$ cat src/rtl/pwm_multi_if.sv
// pwm_multi_if: control inputs and PWM outputs of pwm_multi.
//   master drives enable/center_mode/top/compare/polarity and observes pwm/period_start/ctr.
//   slave is the generator side.
interface pwm_multi_if #(
  parameter int CTR_LEN = 8,
  parameter int NUM_CH  = 4
);
  logic                      enable;
  logic                      center_mode;
  logic [CTR_LEN-1:0]        top;
  logic [NUM_CH*CTR_LEN-1:0] compare;
  logic [NUM_CH-1:0]         polarity;
  logic [NUM_CH-1:0]         pwm;
  logic                      period_start;
  logic [CTR_LEN-1:0]        ctr;
  modport master (
    output enable, center_mode, top, compare, polarity,
    input  pwm, period_start, ctr
  );
  modport slave (
    input  enable, center_mode, top, compare, polarity,
    output pwm, period_start, ctr
  );
endinterface

$ cat src/rtl/pwm_multi.sv
// pwm_multi: multi-channel PWM sharing one shadowed edge/center-aligned period counter.
//   clk  rising-edge clock
//   rst  asynchronous reset, active low
//   bus  slave side of pwm_multi_if (enable, center_mode, top, compare, polarity -> pwm, period_start, ctr)
module pwm_multi #(
  parameter int CTR_LEN = 8,
  parameter int NUM_CH  = 4
) (
  input logic        clk,
  input logic        rst,
  pwm_multi_if.slave bus
);
  localparam logic [CTR_LEN-1:0] c_one = CTR_LEN'(1);
  logic [CTR_LEN-1:0] r_ctr, r_top, w_nxt;
  logic [CTR_LEN-1:0] r_cmp [NUM_CH];
  logic               r_dir, r_mode, r_en, r_ps;
  logic               w_down, w_start, w_load;
  logic [NUM_CH-1:0]  r_pwm, w_raw;
  always_comb begin
    // Center mode turns around on reaching top; a period ends whenever the counter would return to 0.
    w_down  = r_dir || (r_ctr == r_top);
    w_nxt   = (r_top == '0) ? '0
            : r_mode ? (w_down ? r_ctr - c_one : r_ctr + c_one)
            : (r_ctr >= r_top) ? '0 : r_ctr + c_one;
    // First enabled edge holds ctr at 0 so the new period starts visibly with period_start.
    w_start = bus.enable && !r_en;
    w_load  = !bus.enable || w_start || (w_nxt == '0);
    w_raw   = '0;
    for (int i = 0; i < NUM_CH; i++) w_raw[i] = r_ctr < r_cmp[i];
  end
  always_ff @(posedge clk or negedge rst) begin
    if (!rst) begin
      r_ctr  <= '0;
      r_dir  <= 1'b0;
      r_top  <= '0;
      r_mode <= 1'b0;
      r_en   <= 1'b0;
      r_ps   <= 1'b0;
      r_pwm  <= '0;
      for (int i = 0; i < NUM_CH; i++) r_cmp[i] <= '0;
    end else begin
      r_en  <= bus.enable;
      r_ctr <= (bus.enable && !w_start) ? w_nxt : '0;
      r_dir <= bus.enable && !w_start && r_mode && w_down && (w_nxt != '0);
      r_ps  <= bus.enable && (w_start || (w_nxt == '0));
      r_pwm <= (bus.enable && r_en) ? (w_raw ^ bus.polarity) : bus.polarity;
      if (w_load) begin
        r_top  <= bus.top;
        r_mode <= bus.center_mode;
        for (int i = 0; i < NUM_CH; i++) r_cmp[i] <= bus.compare[i*CTR_LEN +: CTR_LEN];
      end
    end
  end
  assign bus.ctr          = r_ctr;
  assign bus.pwm          = r_pwm;
  assign bus.period_start = r_ps;
endmodule

$ cat src/flat_wrapper.sv
// flat-port wrapper written by rule: the top's interface ports become plain ports
module pwm_multi_flat 
#(
  parameter int CTR_LEN = 8,
  parameter int NUM_CH  = 4
)
  (clk, rst, bus_enable, bus_center_mode, bus_top, bus_compare, bus_polarity, bus_pwm, bus_period_start, bus_ctr);
  pwm_multi_if #(.CTR_LEN(CTR_LEN), .NUM_CH(NUM_CH)) bus_i ();
  input logic clk;
  input logic rst;
  input wire logic [$bits(bus_i.enable)-1:0] bus_enable;
  input wire logic [$bits(bus_i.center_mode)-1:0] bus_center_mode;
  input wire logic [$bits(bus_i.top)-1:0] bus_top;
  input wire logic [$bits(bus_i.compare)-1:0] bus_compare;
  input wire logic [$bits(bus_i.polarity)-1:0] bus_polarity;
  output wire logic [$bits(bus_i.pwm)-1:0] bus_pwm;
  output wire logic [$bits(bus_i.period_start)-1:0] bus_period_start;
  output wire logic [$bits(bus_i.ctr)-1:0] bus_ctr;
  assign bus_i.enable = bus_enable;
  assign bus_i.center_mode = bus_center_mode;
  assign bus_i.top = bus_top;
  assign bus_i.compare = bus_compare;
  assign bus_i.polarity = bus_polarity;
  assign bus_pwm = bus_i.pwm;
  assign bus_period_start = bus_i.period_start;
  assign bus_ctr = bus_i.ctr;
  pwm_multi #(.CTR_LEN(CTR_LEN), .NUM_CH(NUM_CH)) u_core (.clk(clk), .rst(rst), .bus(bus_i));
endmodule
$ cat config.mk
export PLATFORM = sky130hd
export DESIGN_NAME = pwm_multi_flat
export DESIGN_NICKNAME = d
export VERILOG_FILES = /design/src/rtl/pwm_multi_if.sv /design/src/rtl/pwm_multi.sv /design/src/flat_wrapper.sv
export SDC_FILE = /design/constraint.sdc
export NUM_CORES = 1
export LEC_CHECK = 0
export ABC_AREA = 1
export CAP_MARGIN = 40
export CORE_ASPECT_RATIO = 1.75
export CORE_MARGIN = 2
export CORE_UTILIZATION = 57
export CTS_CLUSTER_SIZE = 40
export DETAILED_ROUTE_END_ITERATION = 7
export DONT_BUFFER_PORTS = 1
export PLACE_DENSITY_LB_ADDON = 0.08
export SETUP_SLACK_MARGIN = 0.05
export SLEW_MARGIN = 20
export SYNTH_ARGS = -nofsm -noshare
export SYNTH_HDL_FRONTEND = slang
export SYNTH_SLANG_ARGS = --single-unit
$ cat constraint.sdc
create_clock -name clk -period 4.1 [get_ports clk]
set_clock_uncertainty 0.15 [all_clocks]
set_input_delay 0.615 -clock clk [delete_from_list [all_inputs] [get_ports clk]]
set_output_delay 0.615 -clock clk [all_outputs]
set_load 0.02 [all_outputs]
* Word level (Yosys, flattened, before mapping)
Cells that the tools add are included.
Word-level totals: register bits after elaboration 56, bits of input ports 48, logic and storage cells 43
Operators by class: add/sub/neg operators 2, magnitude comparators 5, equality and inequality tests 1, muxes and demuxes 6, bitwise gates (word level) 1, reductions and logical operators 17
Operator list (number):
- $mux W8 | 5
- $lt A8 B8 Y1 | 4
- $logic_not A8 Y1 | 2
- $add A8 B1 Y8 const B | 1
- $eq A8 B8 Y1 | 1
- $ge A8 B8 Y1 | 1
- $reduce_bool A8 Y1 | 1
- $sub A8 B1 Y8 const B | 1
- $logic_and A1 B1 Y1 | 7
- $logic_or A1 B1 Y1 | 4
- $mux W4 | 1
- $xor A4 B4 Y4 | 1
- $logic_not A1 Y1 | 3

* Longest topological paths before layout
depth after elaboration 8, depth in mapped cells 18, mapped depth without buffers 17

* Least setup slack after synthesis
No wires, ideal clock.
kind register -> register, start point reg u_core.r_ctr[5], in the netlist u_core.bus.ctr[5], end point reg u_core.r_cmp[0] (netlist name), data arrival time 2.121 ns, slack 1.712 ns, cell stages (with the launch flop) 16, buffers on the path 1, period minus slack after synthesis 2.388 ns, cells stage by stage dfrtp_1 ha_1 nand2_1 nor2_1 nand2_1 nand2_2 nand2_4 inv_2 nand2_1 nand3_1 nand2_1 nor2_1 nand3_2 buf_2 nand3_1 nand2_1
Between the ends: cells in the longest elaborated chain, start to end 7
Ends and longest elaborated chain:
- start: declaration | RTL line pwm_multi.sv:14 | logic [CTR_LEN-1:0] r_ctr, r_top, w_nxt;
- start signal: assignment | RTL line pwm_multi.sv:43 | r_ctr <= (bus.enable && !w_start) ? w_nxt : '0;
- branches (longest 3 deep; another with $add A8 B1 Y8)
- $mux W8 * | RTL line pwm_multi.sv:23 | : r_mode ? (w_down ? r_ctr - c_one : r_ctr + c_one)
- $mux W8 * | RTL line pwm_multi.sv:22 | w_nxt = (r_top == '0) ? '0
- $logic_not A8 Y1 * | RTL line pwm_multi.sv:27 | w_load = !bus.enable || w_start || (w_nxt == '0);
- $logic_or A1 B1 Y1 * | RTL line pwm_multi.sv:27
- end: declaration | RTL line pwm_multi.sv:15 | logic [CTR_LEN-1:0] r_cmp [NUM_CH];
Every way passes the cells marked *. A chain may end at the register's enable or synchronous reset.

* Worst setup path after layout
start point reg u_core.r_ctr[1], in the netlist u_core.bus.ctr[1], end point reg u_core.r_dir
Between the ends: cells in the longest elaborated chain, start to end 7
Ends and longest elaborated chain:
- branches (longest 6 deep; another with $add A8 B1 Y8)
- $logic_and A1 B1 Y1 * | RTL line pwm_multi.sv:44 | r_dir <= bus.enable && !w_start && r_mode && w_down && (w_nxt != '0);
- end signal: assignment | RTL line pwm_multi.sv:44
- end: declaration | RTL line pwm_multi.sv:16 | logic r_dir, r_mode, r_en, r_ps;
Marks and branches as above.

==> impl_metrics.tcl <==
set metrics [dict create \
    path_delay_family "simple AND/OR/NAND/NOR gates" \
    tns_ns 0 \
    ir_drop_mv 0.276 \
    yosys.area_share.simple_pct 28.8 \
    die_area_um2 6790 \
    syn_inst 459 \
    layout-drive-gt1-share_pct 5.21 \
    cts_root_buffer "clkbuf_8" \
    antenna_found_initial 0 \
    finalSetupViolations 0 \
    dr.pass1.iters 4 \
    path_buf_inv 3 \
    crit_chain "ha_1 > nand2_1 > nor2_1 > nand2_1 > inv_2 > nor2_1 > nand2_1 > nand2_1 > nand2_1 > inv_1 > o21ai_1 > nand3_2 > buf_4 > nand3_1 > nor2_1" \
    yosysTopAreaCellShare_pct 40.1 \
    synth_fp_nets 545 \
    rows 37 \
    outcome "finished, violations left" \
    slowest_stage "dfrtp_1" \
    synth.area.top_cells "dfrtp_1, nand2_1, ha_1, nand3_1, inv_1" \
    grt_setup_unrepaired "no" \
    ys_seq_elements 56 \
    post_cts_buffers 0 \
    core_area_um2 5880 \
    place_ws_ns 1.19 \
    fmax_mhz 336 \
    clock_latency_ns 0.31 \
    cts_tree "done" \
    die_y_um 108 \
    worstSetupPathType "reg2reg" \
    crit_path_start_kind "register" \
    drv_slew 0 \
    slew_headroom_pct 54.2 \
    wl_um 7740 \
    antenna_cells 0 \
    synth_seq_area_share_pct 40.1 \
    synth_cell_type_count 25 \
    critical-path-max-stage-delay_ns 0.80 \
    cp.arrival_ns 3.07 \
    dp_hpwl_um 5500 \
    fillers 570 \
    ctsLongestPathBuffers 2 \
    drc_errors 0 \
    synth.cell_area_um2 3490 \
    cp_max_fo 42 \
    power.density_nw_per_um2 316 \
    synth_area_per_cell_um2 7.61 \
    worst_slew_pin_slew_ns 0.687 \
    grt_pass1_wl_um 13500 \
    end_kind "register" \
    reg2reg_from "u_core.bus.ctr[1]$_DFF_PN0_" \
    violations "hold timing" \
    rr_worst_depth 15 \
    r2r_slack_ns 1.12 \
    postRouteAntennaNets 0 \
    fin_nets 546 \
    hold_path.class "in2async" \
    cts_sinks 56 \
    port_buffers 0 \
    grt_usage_pct 25.6 \
    setup_ws_ns 1.12 \
    synthAdderAreaFrac_pct 13.6 \
    synth_compound_area_share_pct 6.38 \
    vias_per_cell 5.34 \
    htreeDepth 2 \
    avgRoutedWirePerCell_um 14.4 \
    overflow 0 \
    start_util_pct 59.4 \
    clk_pin_slew_ns 0.10 \
    synth_xor_area_share_pct 1.25 \
    min_period_over_period_pct 72.6 \
    hold_buffers 1 \
    die_x_um 63.2 \
    whs_ns -0.00204 \
    routabilityCongestion 0.853 \
    reg2reg_to "u_core.r_dir$_DFF_PN0_" \
    grt_pass1_vias 2895 \
    cts_buffers 5 \
    final-hold-violation-count 3 \
    synthMuxAreaShare_pct 0 \
    syn_to_final_growth_pct 5.23 \
    synth_top_family_by_area "simple AND/OR/NAND/NOR gates" \
    synth.largest_area_cell "dfrtp_1" \
    critPathRequiredTime_ns 4.20 \
    io_pins 61 \
    vias 2880 \
    cpMostUsedCell "nand2_1" \
    drt_iter0_markers 157 \
    period_minus_slack_ns 2.98 \
    cap_violations 0 \
    synth_warnings 0 \
    power_leakage_nw 2.15 \
    cts.repair.resized 0 \
    grt_max_degree 57 \
]
==> flip-flops by register name, indices dropped and copies added (netlist names) <==
name	cells
u_core.r_dir	1
u_core.r_top	8
u_core.bus.pwm	4
u_core.r_cmp	32
u_core.r_en	1
u_core.bus.ctr	8
u_core.bus.period_start	1
u_core.r_mode	1
==> cell usage in the layout (no fill, tap or decap), types with 6 or more instances in the layout <==
cell | Yosys | final
nor2_1 | 31 | 31
o21ai_0 | 13 | 13
clkbuf_8 | 0 | 6
nand2_1 | 133 | 133
inv_1 | 64 | 64
nand3_1 | 58 | 58
a21oi_1 | 20 | 20
dfrtp_1 | 56 | 56
ha_1 | 38 | 38
buf_4 | 0 | 6
==> how the worst max path moves through the flow <==
stage | start | to | depth (start not counted)
2_1_floorplan | u_core.bus.ctr[5]$_DFF_PN0_ | u_core.r_cmp[0]$_DFFE_PN0P_ | 15
5_1_grt | u_core.bus.ctr[1]$_DFF_PN0_ | u_core.r_dir$_DFF_PN0_ | 15
4_1_cts | u_core.bus.ctr[1]$_DFF_PN0_ | u_core.r_dir$_DFF_PN0_ | 15
3_3_place_gp | u_core.bus.ctr[1]$_DFF_PN0_ | u_core.r_dir$_DFF_PN0_ | 15
6_report | u_core.bus.ctr[1]$_DFF_PN0_ | u_core.r_dir$_DFF_PN0_ | 15
3_5_place_dp | u_core.bus.ctr[1]$_DFF_PN0_ | u_core.r_dir$_DFF_PN0_ | 15
==> power by group <==
group	total [W]	internal, W	switching [W]
sequential	0.000636	0.000598	0.0000381
clock	0.000323	0.000139	0.000184
combinational	0.000202	0.0000726	0.000130
total	0.00116	0.000810	0.000352
==> logic make-up (layout without fill, tap and decap cells) <==
| family | count (synthesis) | after routing |
|---|---|---|
| AO/OA/AOI/OAI | 42 | 42 |
| XOR/XNOR | 5 | 5 |
| adder cells (fa/ha/maj) | 38 | 38 |
| buffers and inverters | 82 | 84 |
| flip-flops | 56 | 56 |
| AND/OR/NAND/NOR | 236 | 236 |
==> routing by layer <==
| metal | GRT usage (%) | vias up | part of all wire (%) |
|---|---|---|---|
| met5 | 0 | - | 0 |
| met4 | 9.84 | 0 | 2.4 |
| met3 | 3.66 | 12 | 4.2 |
| met2 | 45.8 | 69 | 52 |
| met1 | 30.6 | 1336 | 41 |
| li1 | - | 1463 | - |
==> through the flow <==
stage | hold slack [ns] | std cells | total power (W) | util (%) | instance area (um^2)
detailed placement | 0.171 | 530 | 0.000839 | 60.4 | 3550
global route | 0.0108 | 539 | 0.00124 | 62.5 | 3670
floorplan | 0.169 | 459 | 0.000799 | - | 3490
CTS | 0.0107 | 539 | 0.00118 | 62.5 | 3670
global placement | 0.171 | 530 | 0.000831 | 60.4 | 3550
finish | -0.00204 | 539 | 0.00116 | 62.5 | 3670
==> cell type report <==
cell class | count | area, um^2 | area share [%]
Tap cell | 78 | 97.6 | 2.66
Multi-Input combinational cell | 321 | 1750 | 47.6
Clock buffer | 6 | 82.6 | 2.25
Timing Repair Buffer | 7 | 72.6 | 1.97
Clock inverter | 2 | 13.8 | 0.375
Inverter | 69 | 259 | 7.05
Sequential cell | 56 | 1400 | 38.1
==> synth_stat cells (all sizes together) <==
master	instances
nand2	136
inv	68
nand3	59
dfrtp	56
ha	38
nor2	32
a21oi	20
o21ai	17
buf	8
clkbuf	5
xor2	5
a211oi	4
and3	4
nand4	2
nor3	2
a21boi	1
clkinv	1
nand3b	1
(Power assumes the default switching activity.)
==> RTL change 1: new RTL, config.mk and constraints unchanged <==
`CTR_LEN` is set to 8 in 3 places; all go to 4.
--- a/src/rtl/pwm_multi_if.sv
+++ b/src/rtl/pwm_multi_if.sv
@@ -2,7 +2,7 @@
 //   master drives enable/center_mode/top/compare/polarity and observes pwm/period_start/ctr.
 //   slave is the generator side.
 interface pwm_multi_if #(
-  parameter int CTR_LEN = 8,
+  parameter int CTR_LEN = 4,
   parameter int NUM_CH  = 4
 );
   logic                      enable;
--- a/src/rtl/pwm_multi.sv
+++ b/src/rtl/pwm_multi.sv
@@ -3,7 +3,7 @@
 //   rst  asynchronous reset, active low
 //   bus  slave side of pwm_multi_if (enable, center_mode, top, compare, polarity -> pwm, period_start, ctr)
 module pwm_multi #(
-  parameter int CTR_LEN = 8,
+  parameter int CTR_LEN = 4,
   parameter int NUM_CH  = 4
 ) (
   input logic        clk,
--- a/src/flat_wrapper.sv
+++ b/src/flat_wrapper.sv
@@ -1,7 +1,7 @@
 // flat-port wrapper written by rule: the top's interface ports become plain ports
 module pwm_multi_flat 
 #(
-  parameter int CTR_LEN = 8,
+  parameter int CTR_LEN = 4,
   parameter int NUM_CH  = 4
 )
   (clk, rst, bus_enable, bus_center_mode, bus_top, bus_compare, bus_polarity, bus_pwm, bus_period_start, bus_ctr);
Interface: changed (resized bus_compare, bus_ctr and bus_top); port bits go from 61 to 37. No check against the original RTL was run, so the function may have changed too.
==> RTL change 1 against the original RTL <==
- routed wire length is 51% lower
- sequential cell count down 24
- largest power group unchanged
- global-route usage shrank 2.4 points
- final area down 47%
- power decreased by 28%
- synthesized area down 48%
- worst setup slack got worse by 0.029 ns
- maximum frequency down 0.97%
==> RTL change 1: results (changes against the original RTL) <==
| Metric | Value |
|---|---|
| Max reg flops | `16 (-50%)` |
| Syn_nets | `273 (-50%)` |
| Critical path endpoint category | `register` |
| Met2 Track Usage GR | `0.3918 (-0.06643)` |
| Fill count | `295 (-48%)` |
| Slowest Stage Delay on Critical Path | `0.56 ns (-0.24 ns)` |
| Initial DRT Pass Iterations | `5 (+1)` |
| Worst R2R End | `u_core.r_top[2]` |
| Commonest cells post-synth | `68 x nand2_1, 32 x dfrtp_1, 31 x inv_1` |
| Crit-path max FO | `23 (-45%)` |
| Status | `completed` |
| Pin count of the biggest net entering global routing | `33 (-42%)` |
| P_sw | `0.2778 mW (-21%)` |
| Worst-skew pair later-pin latency | `0.29 ns (-0.02 ns)` |
| Hold Path Class | `in2reg` |
| GRT Total Usage | `0.2313 (-0.02440)` |
| Drt initial violations | `31 (-80%)` |
| R2R setup slack | `1.10 ns (-0.03 ns)` |
| Max VDD drop | `0.3675 mV (+33%)` |
| RD Place Congestion | `0.8092 (-5.2%)` |
| Clk. pwr | `0.249 mW (-23%)` |
| Cell variety after synth | `22 (-12%)` |
| Main area contributors after synthesis | `dfrtp_1 44%, nand2_1 14%, ha_1 12%` |
| Clock transition time at the flip-flop clock pins of the worst setup and hold paths | `0.07 ns (-0.03 ns)` |
| Met3 usage | `0.05455 (+0.01793)` |
| FF-to-FF path depth | `12 (-3)` |
| CP arrival | `3.08 ns (about the same)` |
| DPL Wire Length | `2774 um (-50%)` |
| Slew Limit Headroom | `0.5559 (+0.01411)` |
| Seq/Total Area, Yosys | `0.4372 (+0.03587)` |
| Layout cell share with drive strength beyond 1 | `0.06061 (+0.008545)` |
-- RTL change 1: worst min-delay path by stage --
stage	start	endpoint	slack, ns	cells after the start
floorplan	rst	u_core.bus.ctr[0]	0.17	0
finish	bus_enable	u_core.r_en	0.20	0
CTS	rst	u_core.bus.ctr[0]	0.005	1
detailed placement	rst	u_core.bus.ctr[0]	0.17	0
global route	bus_enable	u_core.r_en	0.20	0
global placement	rst	u_core.bus.ctr[0]	0.17	0
-- RTL change 1: per-layer routing --
layer  wire length [um]  vias to the layer above
met5                  0                        -
met4                 87                        0
met3                146                        8
met2               2065                       34
met1               1469                      674
li1                   -                      720
-- RTL change 1: metrics by stage --
step	area, sq um	instances	power [mW]	setup WS, ns	hold WS (ns)
detailed placement	1846	264	0.5840	1.129	0.1701
global placement	1846	264	0.5739	1.267	0.1702
finish	1966	274	0.8354	1.096	0.2029
CTS	1956	273	0.8396	1.114	0.005424
global route	1966	274	0.8905	0.8453	0.1965
floorplan	1832	227	0.5484	1.949	0.1694
-- RTL change 1: cells by family (layout without fill, tap and decap cells) --
family                   count (synthesis)  count (layout)  synth area share
adder cells (fa/ha/maj)                 18              18            0.1230
XOR/XNOR                                 5               5           0.02391
AO/OA/AOI/OAI                           14              14           0.05055
AND/OR/NAND/NOR                        120             120            0.2780
flip-flops                              32              32            0.4372
buffers and inverters                   38              42           0.08743
-- RTL change 1: area by class of cell --
| cell class | count | share of cell area |
|---|---|---|
| clock buffers | 8 | 0.04583 |
| inverters | 32 | 0.06111 |
| multi-input cells | 157 | 0.4430 |
| flip-flops and latches | 32 | 0.4074 |
| well taps | 43 | 0.02737 |
| repair buffers | 2 | 0.01528 |
==> RTL change 2: new RTL, same settings <==
Without the edit above. Make the reset (`rst`) synchronous in one clocked block. Comments in the files are not updated.
--- a/src/rtl/pwm_multi.sv
+++ b/src/rtl/pwm_multi.sv
@@ -28,7 +28,7 @@
     w_raw   = '0;
     for (int i = 0; i < NUM_CH; i++) w_raw[i] = r_ctr < r_cmp[i];
   end
-  always_ff @(posedge clk or negedge rst) begin
+  always_ff @(posedge clk) begin
     if (!rst) begin
       r_ctr  <= '0;
       r_dir  <= 1'b0;
Check against the original RTL: differs if rst is asserted again (counterexample within 4 cycles, from zero or initial values and one cycle with rst low); with rst held inactive, the same outputs for 10 cycles.
==> RTL change 2 against the original RTL <==
- worst setup slack got worse by 0.092 ns
- utilization decreased by 0.33 points
- sequential cell count unchanged
- final area increased by 9.8%
- critical path depth increased by 1
- largest power group unchanged
- synthesized cell count decreased by 4.8%
- count of clock-buffer cells in the layout increased by 1
- synthesized area increased by 8.7%
- routed wire length decreased by 7.7%
- power increased by 17%
==> RTL change 2: results (changes against the original RTL) <==
| Metric | Value |
|---|---|
| Status | `completed` |
| Clock transition time at the flip-flop clock pins of the worst setup and hold paths | `0.07 ns (-0.03 ns)` |
| Hold Path Class | `in2reg` |
| EDFF count, synth | `32 (+32)` |
| DPL Wire Length | `5651 um (+2.8%)` |
| Slew Limit Headroom | `0.5620 (+0.02022)` |
| Post-synth top flop | `edfxtp_1` |
| Crit-path max FO | `32 (-24%)` |
| Main area contributors after synthesis | `edfxtp_1 25%, dfxtp_1 13%, ha_1 13%` |
| CP arrival | `2.95 ns (-0.12 ns)` |
| Syn_nets | `523 (-4.0%)` |
| Cell variety after synth | `33 (+32%)` |
| Met2 Track Usage GR | `0.4034 (-0.05484)` |
| Via density per instance | `5.082 (-4.9%)` |
| Met3 usage | `0.04646 (+0.009854)` |
| Slowest Stage Delay on Critical Path | `0.48 ns (-0.32 ns)` |
| Post-DP Area | `3851 sq um (+8.5%)` |
| Max VDD drop | `0.2809 mV (+1.8%)` |
| Worst path slowest cell | `dfxtp_1` |
| First-pass GRT wire length | `12,050 um (-10%)` |
| Min Hold Slack | `0.2800 ns (+0.2820 ns)` |
| RD Place Congestion | `0.9694 (+14%)` |
| Leakage | `1.998 nW (-6.9%)` |
| Final WL | `7144 um (-7.7%)` |
| Ys async rst share | `0 (-1.000)` |
| Pre-CTS setup slack | `1.047 ns (-0.1399 ns)` |
| Drt initial violations | `144 (-8.3%)` |
| Fill count | `594 (+4.2%)` |
| Post-layout instance count excluding filler cells | `524 (-2.8%)` |
| Vias in the first global route | `2,659 (-8.2%)` |
| Seq/Total Area, Yosys | `0.3796 (-0.02172)` |
| Layout cell share with drive strength beyond 1 | `0.1652 (+0.1131)` |
| GRT Total Usage | `0.2166 (-0.03916)` |
| Avg Cell Area, Syn | `8.690 sq um (+14%)` |
| Nets | `527 (-3.5%)` |
| Root Driver | `clkbuf_16` |
| Grt met1 use | `0.2169 (-0.08893)` |
| R2R setup slack | `1.03 ns (-0.09 ns)` |
## RTL change 2: cells by family after synthesis
logic type | after synthesis | synth area share
AO/OA/AOI/OAI | 37 | 0.05502
XOR/XNOR | 5 | 0.01153
adder cells (fa/ha/maj) | 38 | 0.1252
buffers and inverters | 107 | 0.1239
flip-flops | 56 | 0.3796
AND/OR/NAND/NOR | 194 | 0.3048
## RTL change 2: layout make-up
cell class | instances | area (sq um) | share of cell area
multi-input cells | 274 | 1886 | 0.4673
flip-flops and latches | 56 | 1441 | 0.3572
inverters | 96 | 361.6 | 0.08961
clock buffers | 7 | 175.2 | 0.04341
well taps | 82 | 102.6 | 0.02543
repair buffers | 8 | 60.06 | 0.01488
clock inverters | 1 | 8.758 | 0.002171
## RTL change 2: worst paths after layout
kind,from,endpoint,cells after the start
worst max-delay path,u_core.bus.ctr[0],u_core.r_cmp[0][3],16
worst min-delay path,bus_enable,u_core.r_en,2
worst max register to register,u_core.bus.ctr[0],u_core.r_cmp[0][3],16
worst min register to register,u_core.r_en,u_core.bus.period_start,1
## RTL change 2: worst register-to-register path, delay by kind of cell, from the launching register on
| kind | cells | cell delay (ns) |
|---|---|---|
| AND/OR/NAND/NOR | 13 | 1.55 |
| flip-flops | 1 | 0.48 |
| adder cells (fa/ha/maj) | 1 | 0.34 |
| buffers and inverters | 2 | 0.28 |
## RTL change 2: power by group
part	internal, mW	switching, mW
registers	0.633	0.0178
logic	0.0703	0.128
clock network	0.303	0.208
## RTL change 2: per-layer routing
metal  wire length (um)  vias to the layer above  part of all wire
met4                244                        0             0.034
met2               4004                       61              0.56
met1               2599                     1197              0.36
li1                   -                     1382                 -
met3                296                       23             0.041
met5                  0                        -                 0
